### src/rtl/tpm_reg_arbiter.sv
// Bridges the byte-wise SPI data-provider handshake and a local core requester onto one 32-bit register bus.
// Optional bus timeout is built when TPM_BUS_TIMEOUT_EN is defined.
module tpm_reg_arbiter #(
  parameter int SYNC_STAGES    = 2,
  parameter int TIMEOUT_CYCLES = 255
) (
  input  logic        clk_i,
  input  logic        rst_i,
  input  logic        cs_i,
  input  logic [15:0] spi_addr_i,
  input  logic [7:0]  spi_wdata_i,
  input  logic        spi_wr_i,
  output logic        spi_wr_done_o,
  input  logic        spi_req_i,
  output logic [7:0]  spi_rdata_o,
  output logic        spi_rd_o,
  input  logic        core_req_i,
  input  logic        core_we_i,
  input  logic [15:0] core_addr_i,
  input  logic [31:0] core_wdata_i,
  input  logic [3:0]  core_be_i,
  output logic        core_ack_o,
  output logic [31:0] core_rdata_o,
  output logic        reg_req_o,
  output logic        reg_we_o,
  output logic [15:0] reg_addr_o,
  output logic [31:0] reg_wdata_o,
  output logic [3:0]  reg_be_o,
  input  logic        reg_ack_i,
  input  logic [31:0] reg_rdata_i,
  output logic        bus_err_o
);

  typedef enum logic [2:0] {
    S_IDLE, S_GNT_SPI, S_GNT_CORE, S_SPI_HS, S_CORE_ACK
  } state_t;

  state_t state_q, state_d;

  logic [SYNC_STAGES-1:0] cs_sync_q, cs_sync_d;
  logic [SYNC_STAGES-1:0] wr_sync_q, wr_sync_d;
  logic [SYNC_STAGES-1:0] req_sync_q, req_sync_d;
  logic cs_s, wr_s, req_s;
  logic wr_prev_q, req_prev_q;
  logic wr_rise, req_rise;

  logic        spi_pend_q, spi_pend_d;
  logic        pend_wr_q, pend_wr_d;
  logic        op_wr_q, op_wr_d;
  logic [1:0]  lane_q, lane_d;
  logic [2:0]  idx_q, idx_d;
  logic [2:0]  lane_sum;
  logic        lane_ok;
  logic        spi_need_bus;
  logic        spi_strobe;
  logic        hs_q, hs_d;
  logic        last_spi_q, last_spi_d;
  logic [31:0] cache_q, cache_d;
  logic        cache_vld_q, cache_vld_d;
  logic [7:0]  spi_rdata_q, spi_rdata_d;
  logic        core_ack_q, core_ack_d;
  logic [31:0] core_rdata_q, core_rdata_d;
  logic        reg_req_q, reg_req_d;
  logic        reg_we_q, reg_we_d;
  logic [15:0] reg_addr_q, reg_addr_d;
  logic [31:0] reg_wdata_q, reg_wdata_d;
  logic [3:0]  reg_be_q, reg_be_d;
  logic        tmo_hit;
  logic        bus_done;
  logic [31:0] bus_rdata;

  logic unused_ok;
  assign unused_ok = ^core_addr_i[1:0];

  always_comb begin
    cs_sync_d[0]  = cs_i;
    wr_sync_d[0]  = spi_wr_i;
    req_sync_d[0] = spi_req_i;
    for (int i = 1; i < SYNC_STAGES; i++) begin
      cs_sync_d[i]  = cs_sync_q[i-1];
      wr_sync_d[i]  = wr_sync_q[i-1];
      req_sync_d[i] = req_sync_q[i-1];
    end
  end

  assign cs_s     = cs_sync_q[SYNC_STAGES-1];
  assign wr_s     = wr_sync_q[SYNC_STAGES-1];
  assign req_s    = req_sync_q[SYNC_STAGES-1];
  assign wr_rise  = wr_s & ~wr_prev_q;
  assign req_rise = req_s & ~req_prev_q;

  // Lane wraps in 3 bits; anything at or above 4 has no byte in this word.
  assign lane_sum     = {1'b0, spi_addr_i[1:0]} + idx_q;
  assign lane_ok      = ~lane_sum[2];
  assign spi_need_bus = pend_wr_q ? lane_ok : (idx_q == 3'd0);
  assign spi_strobe   = op_wr_q ? wr_s : req_s;

`ifdef TPM_BUS_TIMEOUT_EN
  localparam int TW = $clog2(TIMEOUT_CYCLES + 1);
  logic [TW-1:0] tmo_cnt_q, tmo_cnt_d;
  logic          bus_err_q, bus_err_d;
  logic          in_gnt;

  always_comb begin
    in_gnt    = (state_q == S_GNT_SPI) || (state_q == S_GNT_CORE);
    tmo_hit   = in_gnt && !reg_ack_i && (tmo_cnt_q == TW'(TIMEOUT_CYCLES - 1));
    tmo_cnt_d = (in_gnt && !reg_ack_i && !tmo_hit) ? tmo_cnt_q + TW'(1) : '0;
    bus_err_d = bus_err_q | tmo_hit;
  end

  always_ff @(posedge clk_i or posedge rst_i) begin
    if (rst_i) begin
      tmo_cnt_q <= '0;
      bus_err_q <= 1'b0;
    end else begin
      tmo_cnt_q <= tmo_cnt_d;
      bus_err_q <= bus_err_d;
    end
  end

  assign bus_err_o = bus_err_q;
`else
  logic unused_tmo;
  assign unused_tmo = ^TIMEOUT_CYCLES;
  assign tmo_hit    = 1'b0;
  assign bus_err_o  = 1'b0;
`endif

  assign bus_done  = reg_ack_i | tmo_hit;
  assign bus_rdata = reg_ack_i ? reg_rdata_i : 32'hFFFF_FFFF;

  always_comb begin
    state_d      = state_q;
    spi_pend_d   = spi_pend_q;
    pend_wr_d    = pend_wr_q;
    op_wr_d      = op_wr_q;
    lane_d       = lane_q;
    idx_d        = idx_q;
    last_spi_d   = last_spi_q;
    cache_d      = cache_q;
    cache_vld_d  = cache_vld_q;
    spi_rdata_d  = spi_rdata_q;
    core_ack_d   = 1'b0;
    core_rdata_d = core_rdata_q;
    reg_req_d    = reg_req_q;
    reg_we_d     = reg_we_q;
    reg_addr_d   = reg_addr_q;
    reg_wdata_d  = reg_wdata_q;
    reg_be_d     = reg_be_q;
    hs_d         = (state_q == S_SPI_HS) && spi_strobe;

    // Edges are latched here so a strobe arriving while the core owns the bus waits its turn.
    if (wr_rise || req_rise) begin
      spi_pend_d = 1'b1;
      pend_wr_d  = wr_rise;
    end

    case (state_q)
      S_IDLE: begin
        if (spi_pend_q && (!core_req_i || !last_spi_q)) begin
          spi_pend_d = 1'b0;
          last_spi_d = 1'b1;
          op_wr_d    = pend_wr_q;
          lane_d     = lane_sum[1:0];
          if (spi_need_bus) begin
            state_d     = S_GNT_SPI;
            reg_req_d   = 1'b1;
            reg_we_d    = pend_wr_q;
            reg_addr_d  = {spi_addr_i[15:2], 2'b00};
            reg_wdata_d = {4{spi_wdata_i}};
            reg_be_d    = pend_wr_q ? 4'(4'b0001 << lane_sum[1:0]) : 4'hF;
          end else begin
            state_d = S_SPI_HS;
            if (!pend_wr_q) begin
              spi_rdata_d = (lane_ok && cache_vld_q) ?
                            cache_q[{lane_sum[1:0], 3'b000} +: 8] : 8'hFF;
            end
          end
        end else if (core_req_i) begin
          state_d     = S_GNT_CORE;
          last_spi_d  = 1'b0;
          reg_req_d   = 1'b1;
          reg_we_d    = core_we_i;
          reg_addr_d  = {core_addr_i[15:2], 2'b00};
          reg_wdata_d = core_wdata_i;
          reg_be_d    = core_be_i;
        end
      end
      S_GNT_SPI: begin
        if (bus_done) begin
          reg_req_d = 1'b0;
          state_d   = S_SPI_HS;
          if (!op_wr_q) begin
            spi_rdata_d = bus_rdata[{lane_q, 3'b000} +: 8];
            cache_d     = bus_rdata;
            cache_vld_d = 1'b1;
          end
        end
      end
      S_GNT_CORE: begin
        if (bus_done) begin
          reg_req_d    = 1'b0;
          state_d      = S_CORE_ACK;
          core_ack_d   = 1'b1;
          core_rdata_d = bus_rdata;
        end
      end
      S_SPI_HS: begin
        if (!spi_strobe) begin
          state_d = S_IDLE;
          idx_d   = (idx_q == 3'd7) ? 3'd7 : idx_q + 3'd1;
        end
      end
      S_CORE_ACK: state_d = S_IDLE;
      default:    state_d = S_IDLE;
    endcase

    // Deselect clears the byte position only once any SPI access in flight has finished.
    if (cs_s && !spi_pend_q && (state_q != S_GNT_SPI) && (state_q != S_SPI_HS)) begin
      idx_d       = 3'd0;
      cache_vld_d = 1'b0;
    end
  end

  // Synchronisers reset high so a strobe already high at reset release never looks like a new edge.
  always_ff @(posedge clk_i or posedge rst_i) begin
    if (rst_i) begin
      cs_sync_q    <= '1;
      wr_sync_q    <= '1;
      req_sync_q   <= '1;
      wr_prev_q    <= 1'b1;
      req_prev_q   <= 1'b1;
      state_q      <= S_IDLE;
      spi_pend_q   <= 1'b0;
      pend_wr_q    <= 1'b0;
      op_wr_q      <= 1'b0;
      lane_q       <= 2'd0;
      idx_q        <= 3'd0;
      hs_q         <= 1'b0;
      last_spi_q   <= 1'b0;
      cache_q      <= 32'h0;
      cache_vld_q  <= 1'b0;
      spi_rdata_q  <= 8'hFF;
      core_ack_q   <= 1'b0;
      core_rdata_q <= 32'h0;
      reg_req_q    <= 1'b0;
      reg_we_q     <= 1'b0;
      reg_addr_q   <= 16'h0;
      reg_wdata_q  <= 32'h0;
      reg_be_q     <= 4'h0;
    end else begin
      cs_sync_q    <= cs_sync_d;
      wr_sync_q    <= wr_sync_d;
      req_sync_q   <= req_sync_d;
      wr_prev_q    <= wr_s;
      req_prev_q   <= req_s;
      state_q      <= state_d;
      spi_pend_q   <= spi_pend_d;
      pend_wr_q    <= pend_wr_d;
      op_wr_q      <= op_wr_d;
      lane_q       <= lane_d;
      idx_q        <= idx_d;
      hs_q         <= hs_d;
      last_spi_q   <= last_spi_d;
      cache_q      <= cache_d;
      cache_vld_q  <= cache_vld_d;
      spi_rdata_q  <= spi_rdata_d;
      core_ack_q   <= core_ack_d;
      core_rdata_q <= core_rdata_d;
      reg_req_q    <= reg_req_d;
      reg_we_q     <= reg_we_d;
      reg_addr_q   <= reg_addr_d;
      reg_wdata_q  <= reg_wdata_d;
      reg_be_q     <= reg_be_d;
    end
  end

  assign spi_wr_done_o = hs_q & op_wr_q;
  assign spi_rd_o      = hs_q & ~op_wr_q;
  assign spi_rdata_o   = spi_rdata_q;
  assign core_ack_o    = core_ack_q;
  assign core_rdata_o  = core_rdata_q;
  assign reg_req_o     = reg_req_q;
  assign reg_we_o      = reg_we_q;
  assign reg_addr_o    = reg_addr_q;
  assign reg_wdata_o   = reg_wdata_q;
  assign reg_be_o      = reg_be_q;

endmodule

### config.mk
export PLATFORM = sky130hd
export DESIGN_NAME = tpm_reg_arbiter
export DESIGN_NICKNAME = d
export VERILOG_FILES = /design/src/rtl/tpm_reg_arbiter.sv
export SDC_FILE = /design/constraint.sdc
export NUM_CORES = 1
export LEC_CHECK = 0
export BUFFER_PORTS_ARGS = -buffer_cell sky130_fd_sc_hd__buf_4
export CORE_MARGIN = 4
export CORE_UTILIZATION = 50
export DETAILED_ROUTE_END_ITERATION = 6
export PLACE_DENSITY_LB_ADDON = 0.15
export SETUP_SLACK_MARGIN = 0.02
export SYNTH_ARGS = -nofsm -noshare
export SYNTH_HDL_FRONTEND = slang
export SYNTH_SLANG_ARGS = --single-unit
### constraint.sdc
create_clock -name clk_i -period 8.52 [get_ports clk_i]
set_clock_uncertainty 0.15 [all_clocks]
set_input_delay 0.852 -clock clk_i [delete_from_list [all_inputs] [get_ports clk_i]]
set_output_delay 0.852 -clock clk_i [all_outputs]
set_load 0.1 [all_outputs]
==> flow_metrics.py <==
metrics = {
    "run_status": {
        "status": "finished clean",
    },
    "yosys": {
        "synth_area_per_cell_sq_um": 12.4,
        "ys_seq_area_share_pct": 54.3,
        "syn_inst": 550,
        "syn_area_sq_um": 6810,
        "dominantRegCellSynth": "dfrtp_1",
        "ys_seq_elements": 147,
        "synth_cell_types": 48,
        "synth_edf_count": 0,
        "yosys_warnings": 0,
        "synthArstFlopShare_pct": 100,
    },
    "drt": {
        "drtPass1Iterations": 4,
        "drtIter0Drc": 258,
        "totalWireLength_um": 16800,
        "ant_nets": 0,
        "wl_per_cell_um": 17.9,
        "vias": 4949,
        "drc_errors": 0,
        "via_per_inst": 5.26,
    },
    "die": {
        "core_sq_um": 13300,
        "rows": 42,
        "die_area_sq_um": 15600,
        "ios": 214,
        "start_util_pct": 51.3,
        "die_w_um": 125,
        "die_h_um": 125,
    },
    "cts": {
        "cts_setup_buffers": 0,
        "cts_buffer_depth": 2,
        "cts-buffers-inserted": 17,
        "cts-root-buf": "clkbuf_16",
        "clk_latency_ns": 0.42,
        "cts.sinks": 147,
        "clkSlewWorstSetupHoldPaths_ns": 0.05,
        "ctsHoldBuffers": 0,
        "h-tree-depth": 4,
        "cts_tree": "built",
        "post_cts_resize_count": 0,
    },
    "worst_setup_path": {
        "max_stage_delay_ns": 0.63,
        "cp.arrival_ns": 3.12,
        "cp-start-kind": "primary input",
        "crit_path_cell_trace": "buf_4, ha_1, inv_1, fa_1, nor2b_1, a32oi_1, a21oi_4, buf_4, mux2_2",
        "cp_top_family": "buffers and inverters",
        "required_ns": 8.67,
        "path_class": "primary input to flip-flop",
        "critical_path.most_common_cell": "buf_4",
        "path_max_fanout": 52,
        "cp_num_buf_inv": 3,
        "worst_path_max_delay_cell": "buf_4",
        "setup.worst_path.end_class": "flip-flop",
    },
    "timing": {
        "hold_viol_final": 0,
        "finalSetupViolCount": 0,
        "min_period_ns": 2.98,
        "fmaxAchievable_mhz": 336,
        "rsz0062_at_grt": "false",
        "worst_slack_ns": 5.54,
        "whs_ns": 0.203,
        "setup_tns_ns": 0,
        "finalMaxSlewViolations": 0,
        "finalCritPeriodShare_pct": 34.9,
        "worstMarginPinSlew_ns": 1.04,
        "slew_headroom_pct": 30.9,
    },
    "placement": {
        "io_buffers": 208,
        "dp.cells": 908,
        "gp_congestion": 0.852,
        "place_hpwl_um": 12100,
        "place_ws_ns": 5.13,
    },
    "global_route": {
        "antenna_found_initial": 0,
        "grt_pass1_vias": 5380,
        "overflow": 0,
        "grt_use_total_pct": 22.5,
        "grt_pass1_wl_um": 28100,
        "grt_max_degree": 87,
    },
    "final_layout": {
        "final_nets": 871,
        "final_cell_count_no_fill": 940,
        "drive_gt1_share_pct": 46.9,
        "area_delta_synth_final_pct": 32.7,
        "antenna_cells": 0,
    },
    "hold_path": {
        "hp-class": "flip-flop to flip-flop",
    },
    "run": {
        "max_cap_violations": 0,
    },
}
cells in the final DEF (no fill, tap or decap), types with 2 or more instances in the layout:
cell	count
buf_4	214
dfrtp_1	131
mux2_2	72
inv_1	53
nand2_1	53
mux2i_1	44
a21oi_1	39
clkbuf_16	17
mux4_2	16
dfstp_2	16
and2_1	11
mux2_1	11
nor2_1	10
o22ai_1	9
clkinv_2	7
nor2b_1	5
o21ai_0	5
a31oi_1	4
nor3_1	4
clkbuf_8	4
nand2b_1	3
ha_1	3
conb_1	3
o32a_1	2
worst reg2reg max path, cell delays in order, from the launching register on:
cell and delay [ns]:
dfrtp_1 0.40, ha_1 0.18, inv_1 0.05, fa_1 0.43, nor2b_1 0.19, a32oi_1 0.16
a21oi_4 0.14, buf_4 0.63, mux2_2 0.45
kinds of logic after synthesis:
| group | after synthesis | share of synthesized area [%] |
|---|---|---|
| AO/OA/AOI/OAI | 73 | 7.11 |
| XOR/XNOR | 1 | 0.129 |
| adder cells (fa/ha/maj) | 4 | 0.845 |
| buffers and inverters | 88 | 5.71 |
| flip-flops | 147 | 54.3 |
| multiplexers | 143 | 25.5 |
| other | 1 | 0.0550 |
| AND/OR/NAND/NOR | 93 | 6.41 |
path summary, 6_finish.rpt:
path | slack [ns] | cells past startpoint | endpoint | from
max | 5.54 | 9 | reg_be_o[0] | spi_addr_i[0]
min | 0.20 | 0 | cs_sync_q[1] | cs_sync_q[0]
max reg2reg | 5.63 | 8 | reg_be_o[0] | idx_q[0]
min reg2reg | 0.20 | 0 | cs_sync_q[1] | cs_sync_q[0]
max in group asynchronous | 6.50 | 3 | state_q[0] | rst_i
min in group asynchronous | 0.41 | 2 | core_rdata_o[2] | rst_i
metal layers:
layer / routed length, um / track usage, % / vias to the layer above
li1: - / - / 2298
met1: 6940 / 27.9 / 2478
met2: 8570 / 38.2 / 156
met3: 1130 / 6.52 / 17
met4: 197 / 7.29 / 0
met5: 0 / 0 / -
synthesized netlist by cell type (2+ instances only):
| master | n | area share [%] |
|---|---|---|
| a21oi_1 | 39 | 2.9 |
| a31oi_1 | 4 | 0.37 |
| and2_1 | 11 | 1.0 |
| buf_2 | 11 | 0.81 |
| buf_4 | 10 | 1.1 |
| clkbuf_1 | 11 | 0.61 |
| dfrtp_1 | 131 | 48 |
| dfstp_2 | 16 | 6.2 |
| ha_1 | 3 | 0.55 |
| inv_1 | 54 | 3.0 |
| mux2_1 | 11 | 1.8 |
| mux2_2 | 72 | 12 |
| mux2i_1 | 44 | 6.5 |
| mux4_2 | 16 | 5.3 |
| nand2_1 | 53 | 2.9 |
| nand2b_1 | 3 | 0.28 |
| nor2_1 | 10 | 0.55 |
| nor2b_1 | 5 | 0.46 |
| nor3_1 | 4 | 0.29 |
| o21ai_0 | 5 | 0.37 |
| o22ai_1 | 9 | 0.83 |
| o32a_1 | 2 | 0.29 |
sequential cells by signal (all words and copies together) (netlist names), 2 cells and up:
signal / flops
reg_wdata_o: 32
core_rdata_o: 32
reg_be_o: 4
spi_rdata_o: 8
idx_q: 3
req_sync_q: 2
reg_addr_o: 14
cache_q: 32
cs_sync_q: 2
wr_sync_q: 2
state_q: 3
lane_q: 2
metrics by stage:
step                utilization (%)  area [sq um]
floorplan                         -          6820
global placement               63.8          8480
detailed placement             63.8          8480
CTS                            68.0          9040
global route                   68.0          9040
finish                         68.0          9040
layout make-up:
type	count	area, sq um
inverter	54	208
multi-input combinational	317	2740
fill	1045	4250
clock buffer	22	484
tap	176	220
timing repair buffer	214	1610
sequential	147	3700
clock inverter	10	81.3
Power is not shown: default switching activity piles up to over one toggle a cycle in this logic, so the estimate is an artifact.
